--- config.mk ---
export PLATFORM = sky130hd
export DESIGN_NAME = dmem_bus_bridge
export DESIGN_NICKNAME = d
export VERILOG_FILES = /design/src/rtl/dmem_bus_bridge.sv
export SDC_FILE = /design/constraint.sdc
export NUM_CORES = 1
export LEC_CHECK = 0
export ABC_CLOCK_PERIOD_IN_PS = 4900
export BUFFER_PORTS_ARGS = -buffer_cell sky130_fd_sc_hd__buf_4
export CAP_MARGIN = 20
export CORE_ASPECT_RATIO = 0.7
export CORE_MARGIN = 5
export CORE_UTILIZATION = 52
export CTS_BUF_LIST = sky130_fd_sc_hd__clkbuf_16
export DETAILED_ROUTE_END_ITERATION = 8
export GPL_ROUTABILITY_DRIVEN = 0
export PLACE_DENSITY = 0.85
export SLEW_MARGIN = 15
export SYNTH_ARGS = -nofsm -noshare
export SYNTH_HDL_FRONTEND = slang
export SYNTH_SLANG_ARGS = --single-unit
--- constraint.sdc ---
create_clock -name clock -period 4.9 [get_ports clock]
set_input_delay 0.735 -clock clock [delete_from_list [all_inputs] [get_ports clock]]
set_output_delay 0.735 -clock clock [all_outputs]
set_load 0.02 [all_outputs]
--- src/rtl/dmem_bus_bridge.sv ---
// Memory-stage bridge to a valid/ready data bus: one bus transaction per load/store,
// with lane steering, load extension, alignment/func3 checks and a REQ+WAIT timeout.
module dmem_bus_bridge #(
    parameter int TIMEOUT_CYCLES = 16
) (
    input  logic        clock,
    input  logic        reset,
    input  logic        memReadM,
    input  logic        memWriteM,
    input  logic [2:0]  func3M,
    input  logic [31:0] addrM,
    input  logic [31:0] wdataM,
    output logic [31:0] rdataM,
    output logic        stallM,
    output logic        fault,
    output logic [1:0]  fault_cause,
    output logic        bus_valid,
    input  logic        bus_ready,
    output logic        bus_we,
    output logic [31:0] bus_addr,
    output logic [31:0] bus_wdata,
    output logic [3:0]  bus_wstrb,
    input  logic        bus_rvalid,
    input  logic [31:0] bus_rdata
);
    localparam int CW = $clog2(TIMEOUT_CYCLES + 1);
    localparam logic [CW-1:0] CNT_LAST = CW'(TIMEOUT_CYCLES - 1);

    typedef enum logic [1:0] {S_IDLE, S_REQ, S_WAIT, S_DONE} state_t;

    state_t      r_state;
    logic [CW-1:0] r_cnt;
    logic        r_valid, r_we, r_fault;
    logic [31:0] r_addr, r_wdata, r_rdata;
    logic [3:0]  r_wstrb;
    logic [1:0]  r_cause;
    logic [2:0]  r_f3;
    logic [1:0]  r_off;

    logic        w_req, w_illegal, w_misal;
    logic [31:0] w_wdata, w_load, w_shift;
    logic [3:0]  w_wstrb;

    assign w_req     = memReadM | memWriteM;
    assign w_illegal = (func3M == 3'b011) || (func3M[2:1] == 2'b11) || (memWriteM && func3M[2]);
    assign w_misal   = (func3M[1:0] == 2'b01 && addrM[0]) ||
                       (func3M[1:0] == 2'b10 && addrM[1:0] != 2'b00);

    always_comb begin
        w_wdata = wdataM;
        w_wstrb = 4'b1111;
        case (func3M[1:0])
            2'b00: begin
                w_wdata = {4{wdataM[7:0]}};
                w_wstrb = 4'b0001 << addrM[1:0];
            end
            2'b01: begin
                w_wdata = {2{wdataM[15:0]}};
                w_wstrb = 4'b0011 << addrM[1:0];
            end
            default: ;
        endcase
    end

    // Load extension uses the offset and size latched at request time.
    assign w_shift = bus_rdata >> {r_off, 3'b000};
    always_comb begin
        case (r_f3)
            3'b000:  w_load = {{24{w_shift[7]}}, w_shift[7:0]};
            3'b001:  w_load = {{16{w_shift[15]}}, w_shift[15:0]};
            3'b100:  w_load = {24'd0, w_shift[7:0]};
            3'b101:  w_load = {16'd0, w_shift[15:0]};
            default: w_load = bus_rdata;
        endcase
    end

    always_ff @(posedge clock) begin
        if (reset) begin
            r_state <= S_IDLE;
            r_cnt   <= '0;
            r_valid <= 1'b0;
            r_we    <= 1'b0;
            r_addr  <= '0;
            r_wdata <= '0;
            r_wstrb <= '0;
            r_rdata <= '0;
            r_fault <= 1'b0;
            r_cause <= 2'b00;
            r_f3    <= '0;
            r_off   <= '0;
        end else begin
            r_fault <= 1'b0;
            case (r_state)
                S_IDLE: if (w_req) begin
                    r_rdata <= '0;
                    r_cnt   <= '0;
                    if (w_illegal || w_misal) begin
                        r_cause <= w_illegal ? 2'b11 : 2'b01;
                        r_fault <= 1'b1;
                        r_state <= S_DONE;
                    end else begin
                        r_cause <= 2'b00;
                        r_valid <= 1'b1;
                        r_we    <= memWriteM;
                        r_addr  <= {addrM[31:2], 2'b00};
                        r_wdata <= w_wdata;
                        r_wstrb <= memWriteM ? w_wstrb : 4'b0000;
                        r_f3    <= func3M;
                        r_off   <= addrM[1:0];
                        r_state <= S_REQ;
                    end
                end
                S_REQ: begin
                    r_cnt <= r_cnt + 1'b1;
                    if (bus_ready && r_we) begin
                        r_valid <= 1'b0;
                        r_state <= S_DONE;
                    end else if (r_cnt == CNT_LAST) begin
                        r_valid <= 1'b0;
                        r_cause <= 2'b10;
                        r_fault <= 1'b1;
                        r_state <= S_DONE;
                    end else if (bus_ready) begin
                        r_valid <= 1'b0;
                        r_state <= S_WAIT;
                    end
                end
                S_WAIT: begin
                    r_cnt <= r_cnt + 1'b1;
                    if (bus_rvalid) begin
                        r_rdata <= w_load;
                        r_state <= S_DONE;
                    end else if (r_cnt == CNT_LAST) begin
                        r_cause <= 2'b10;
                        r_fault <= 1'b1;
                        r_state <= S_DONE;
                    end
                end
                default: r_state <= S_IDLE;
            endcase
        end
    end

    assign stallM      = (r_state == S_IDLE && w_req) || r_state == S_REQ || r_state == S_WAIT;
    assign rdataM      = r_rdata;
    assign fault       = r_fault;
    assign fault_cause = r_cause;
    assign bus_valid   = r_valid;
    assign bus_we      = r_we;
    assign bus_addr    = r_addr;
    assign bus_wdata   = r_wdata;
    assign bus_wstrb   = r_wstrb;
endmodule

# Word level (Yosys, flattened, before mapping)
# Index checks and enable logic that the tools add are counted.
word_totals:
  regBits: 115
  n_memories: 0
  out_inout_bits: 106
  wordCells: 97
  rom_bits: 0
  latchBits: 0
  ramBits: 0
classes:
  n_bitwise: 2
  multipliers: 0
  n_eq_ne: 17
  shifts: 3
  add_sub_neg: 1
  n_reduce_logical: 26
  magnitude_cmp: 0
  n_div: 0
  mux: 36
ops:
  columns: ["op", "n"]
  rows:
  - ["32-bit one-hot mux with 2 select lines", 2]
  - ["32-bit one-hot mux with 4 select lines", 1]
  - ["32-bit two-way mux", 2]
  - ["32-bit by 5-bit right shift with 16-bit output", 1]
  - ["2-bit two-way mux", 13]
  - ["2-bit one-hot mux with 3 select lines", 2]
  - ["1-bit two-way mux", 10]
  - ["2-bit inequality test (second input constant)", 5]
  - ["5-bit one-hot mux with 2 select lines", 1]
  - ["3-bit AND reduction", 3]
  - ["4-bit one-hot mux with 2 select lines", 1]
  - ["4-bit AND reduction", 2]
  - ["2-bit nonzero test", 4]
  - ["2-bit equality test (second input constant)", 3]
  - ["3-bit equality test (second input constant)", 2]
  - ["1-bit logical OR", 6]
  - ["5-bit by 1-bit adder with 5-bit output (second input constant)", 1]
  - ["5-bit by 4-bit equality test with 1-bit output (second input constant)", 1]
  - ["1-bit logical AND", 5]
  - ["5-bit two-way mux", 1]
  - ["2-bit by 1-bit equality test with 1-bit output (second input constant)", 2]
  - ["2-bit zero test", 2]
  - ["4-bit two-way mux", 1]
  - ["4-bit inequality test (second input constant)", 1]
  - ["other kinds (13)", 13]

# Depth between registers and ports, before layout
logic_depth:
  depth_word: 7
  depth_mapped: 9
  mapped_depth_nobuf: 7

# Worst setup path before layout
# OpenSTA, ideal clock, no wires.
synth_timing:
  path_kind: "input to register"
  startpoint: "input port memWriteM"
  endpoint: "register r_rdata[22] (netlist: rdataM[22])"
  path_stages: 7
  path_buffers: 3
  arrival_time_ns: 2.109
  path_slack_ns: 2.669
  t_required_ns: 4.778
  cell_sequence: "buf_6 nor3b_4 nor3_1 and2_1 clkbuf_1 buf_2 a221o_2"
synth_between:
  elab_chain_cells: 3
synth_rtl:
  columns: ["element", "line", "text"]
  rows:
  - ["start, declared", "9", "input logic memWriteM,"]
  - ["1-bit OR", "44", "assign w_req = memReadM | memWriteM;"]
  - ["2-bit inequality test (no source line)", null, null]
  - ["3-bit AND reduction (no source line)", null, null]
  - ["end signal, assigned", "131", "r_rdata <= w_load;"]
  - ["end, declared", "34", "logic [31:0] r_addr, r_wdata, r_rdata;"]
# Every way passes these cells.
# A chain may end at the register's enable or synchronous reset.

# Final worst setup path
layout_timing:
  startpoint: "input port func3M[0]"
  endpoint: "register r_addr[14] (netlist: bus_addr[14])"
layout_between:
  elab_chain_cells: 6
layout_rtl:
  columns: ["element", "line", "text"]
  rows:
  - ["start, declared", "10", "input logic [2:0] func3M,"]
  - ["3-bit by 2-bit equality test with 1-bit output (tied with other cells)", "45", "assign w_illegal = (func3M == 3'b011) || (func3M[2:1] == 2'b11) || (memWriteM && func3M[2]);"]
  - ["1-bit logical OR (tied with other cells)", "45", null]
  - ["1-bit logical OR (on tied branches)", "45, 46", null]
  - ["1-bit logical OR (*)", "97", "if (w_illegal || w_misal) begin"]
  - ["1-bit inverter (no source line) (*)", null, null]
  - ["3-bit AND reduction (no source line) (*)", null, null]
  - ["end signal, assigned", "105", "r_addr <= {addrM[31:2], 2'b00};"]
  - ["end, declared", "34", null]
# Mark *: on every way between the ends. The rest lies on a longest branch, timed or not.

==> impl_metrics.env <==
export IMPL_yosys_top_cells_count="nand2_1, dfxtp_1, a21oi_1"
export IMPL_synth_ff_type="dfxtp_1"
export IMPL_rsz0062_at_grt="false"
export IMPL_grt_pass1_wl_um=25600
export IMPL_setup_viol=0
export IMPL_die_h_um=93.3
export IMPL_cts_buffers=17
export IMPL_wl_met1_um=6740
export IMPL_seqCellArea_um2=2300
export IMPL_vias=5327
export IMPL_cp_cell_sequence="buf_4 -> nor4_1 -> o21a_2 -> buf_4 -> nand2_1 -> a21oi_1"
export IMPL_p_leak_nw=3.18
export IMPL_netlist_area_um2=5150
export IMPL_path_clk_slew_ps=50
export IMPL_worst_skew_pair_late_latency_ps=410
export IMPL_cpPeakStageDelay_ps=910
export IMPL_cts_tree="done"
export IMPL_grt_antenna_before_repair=0
export IMPL_cts_buffer_depth=2
export IMPL_drt_iter0_markers=421
export IMPL_initial_core_util_pct=53.2
export IMPL_layout_nets=906
export IMPL_critPathBufInv=2
export IMPL_highest_layer="met4"
export IMPL_crit_arrival_ps=3270
export IMPL_hpwl_um=12100
export IMPL_multiInputGateArea_um2=2590
export IMPL_wl_per_cell_um=17.7
export IMPL_path_max_fanout=58
export IMPL_crit_path_start_kind="input port"
export IMPL_wl_met2_um=7740
export IMPL_rows=30
export IMPL_fillers=693
export IMPL_peakVddDrop_v=0.000274
export IMPL_drc=0
export IMPL_ys_ff_latch=115
export IMPL_outcome="finished, final reports clean"
export IMPL_fmax_ghz=0.340
export IMPL_routed_wirelength_um=16600
export IMPL_finalNonFillerCells=935
export IMPL_drv_cap=0
export IMPL_hold_viol=0
export IMPL_post_synth_top_count_cell="nand2_1"
export IMPL_async_flop_share_pct=0
export IMPL_grt_start_max_net_pins=88
export IMPL_cp_top_family="compound AO/OA/AOI/OAI gates"
export IMPL_syn_to_final_growth_pct=41.4
export IMPL_synthCells=612
export IMPL_synth_area_leaders="dfxtp_1, nand2_1, a21oi_1"
export IMPL_drive_above_1_share_pct=34.8
export IMPL_synth_cell_types=47
export IMPL_grt_pass1_vias=5127
export IMPL_grtUsageTotal_pct=26.8
export IMPL_io_pins=211
export IMPL_worstSetupPathType="input port to flip-flop"
export IMPL_dpl_cell_count=903
export IMPL_synth_seq_area_share_pct=44.7
export IMPL_post_cts_setup_buffer_count=0
export IMPL_core_area_um2=9680
export IMPL_yosysTopAreaCellShare_pct=44.7
export IMPL_worst_ep_required_time_ps=5230
export IMPL_fin_crit_ps=2940
export IMPL_cts_hold_buf=0
export IMPL_cts_root_buf="clkbuf_16"
export IMPL_synth_edf_count=0
export IMPL_skew_ps=8.31
export IMPL_power_density_nw_per_um2=460
export IMPL_antenna_left=0
export IMPL_n_antenna_cell=0
export IMPL_worst_pin_slew_ps=1210
export IMPL_slew_viol_final=0
export IMPL_post_cts_resized=0
export IMPL_die_area_um2=12000
export IMPL_fin_crit_sh_pct=60.0
export IMPL_hp_class="flip-flop to flip-flop"
export IMPL_synth_avg_cell_area_um2=8.41
export IMPL_wl_met3_um=1770
export IMPL_crit_top_cell="buf_4"
export IMPL_viasPerCell=5.70
export IMPL_first_pass_iters=5
export IMPL_cp_slowest_cell="o21a_2"
export IMPL_tns_ps=0
export IMPL_die_w_um=129
export IMPL_grt_overflow=0
export IMPL_yosysTopAreaCell="dfxtp_1"
export IMPL_critPathCaptureType="flip-flop"
export IMPL_cts_htree_levels=4
export IMPL_cts_sinks=115
export IMPL_portBuffers=208
export IMPL_slew_headroom_pct=19.2
export IMPL_yosys_warnings=0
[final timing paths]
kind	endpoint	from	slack, ps	cells past startpoint
max	bus_addr[14]	func3M[0]	1960	6
min	r_cnt[4]	r_cnt[4]	450	2
max reg2reg	rdataM[26]	r_state[0]	2220	6
min reg2reg	r_cnt[4]	r_cnt[4]	450	2
[routing by layer]
| layer | track usage, % | vias to the layer above |
|---|---|---|
| met5 | 0 | - |
| met3 | 10.2 | 33 |
| met4 | 10.2 | 0 |
| met1 | 33.5 | 2509 |
| met2 | 42.0 | 255 |
| li1 | - | 2530 |
[logic make-up after synthesis]
family                     after synthesis  synth area share (%)
adders and majority gates                7                  1.70
and+or+nand+nor                        214                  17.7
AOI/OAI and AO/OA                      187                  25.2
other                                    1                0.0728
DFF                                    115                  44.7
buffers and inverters                   62                  5.34
muxes                                   26                  5.27
[cells in the final DEF, fill, tap and decap left out, types with 9 or more instances in the layout]
cell type	instances
a211oi_1	9
a21o_1	9
mux2_2	9
a221oi_1	10
dfxtp_1	115
nor2_1	44
buf_4	211
mux2i_1	17
clkbuf_16	17
a221o_2	16
inv_1	12
o21ai_0	28
a21oi_1	70
nand2_1	133
[worst min-delay path: stages (launching register included)]
cell and delay, ps:
dfxtp_1 310, nand2_1 50, a21oi_1 50
[power by group]
part           internal (W)  total [W]  switching (W)  leakage (nW)
Clock              0.000792    0.00123       0.000441         0.278
Combinational      0.000398   0.000962       0.000564          1.96
Sequential          0.00106    0.00116      0.0000937         0.935
[registers in the layout, summed over array words and instances (netlist names)]
| register | cells |
|---|---|
| fault | 1 |
| bus_addr | 30 |
| fault_cause | 2 |
| r_state | 2 |
| bus_valid | 1 |
| r_f3 | 3 |
| r_cnt | 5 |
| bus_wdata | 32 |
| rdataM | 32 |
| r_off | 2 |
| bus_we | 1 |
| bus_wstrb | 4 |
[layout make-up]
type	instances	share of cell area, %
clock buffer	17	5.84
clock inverter	15	2.29
inverter	13	0.670
multi-input combinational	436	35.6
sequential	115	31.6
tap	128	2.20
timing repair buffer	211	21.8
[through the flow]
| stage | setup WS (ps) | util (%) | total power [W] | hold WS, ps | instance area (µm²) |
|---|---|---|---|---|---|
| after floorplan | 2670 | - | 0.00174 | 432 | 5150 |
| after global placement | 1740 | 69.1 | 0.00208 | 438 | 6690 |
| after detailed placement | 1580 | 69.1 | 0.00212 | 446 | 6690 |
| after CTS | 1990 | 75.2 | 0.00335 | 453 | 7280 |
| after global routing | 1730 | 75.2 | 0.00350 | 476 | 7280 |
| final | 1960 | 75.2 | 0.00335 | 455 | 7280 |
Power figures use the tool's default switching activity.
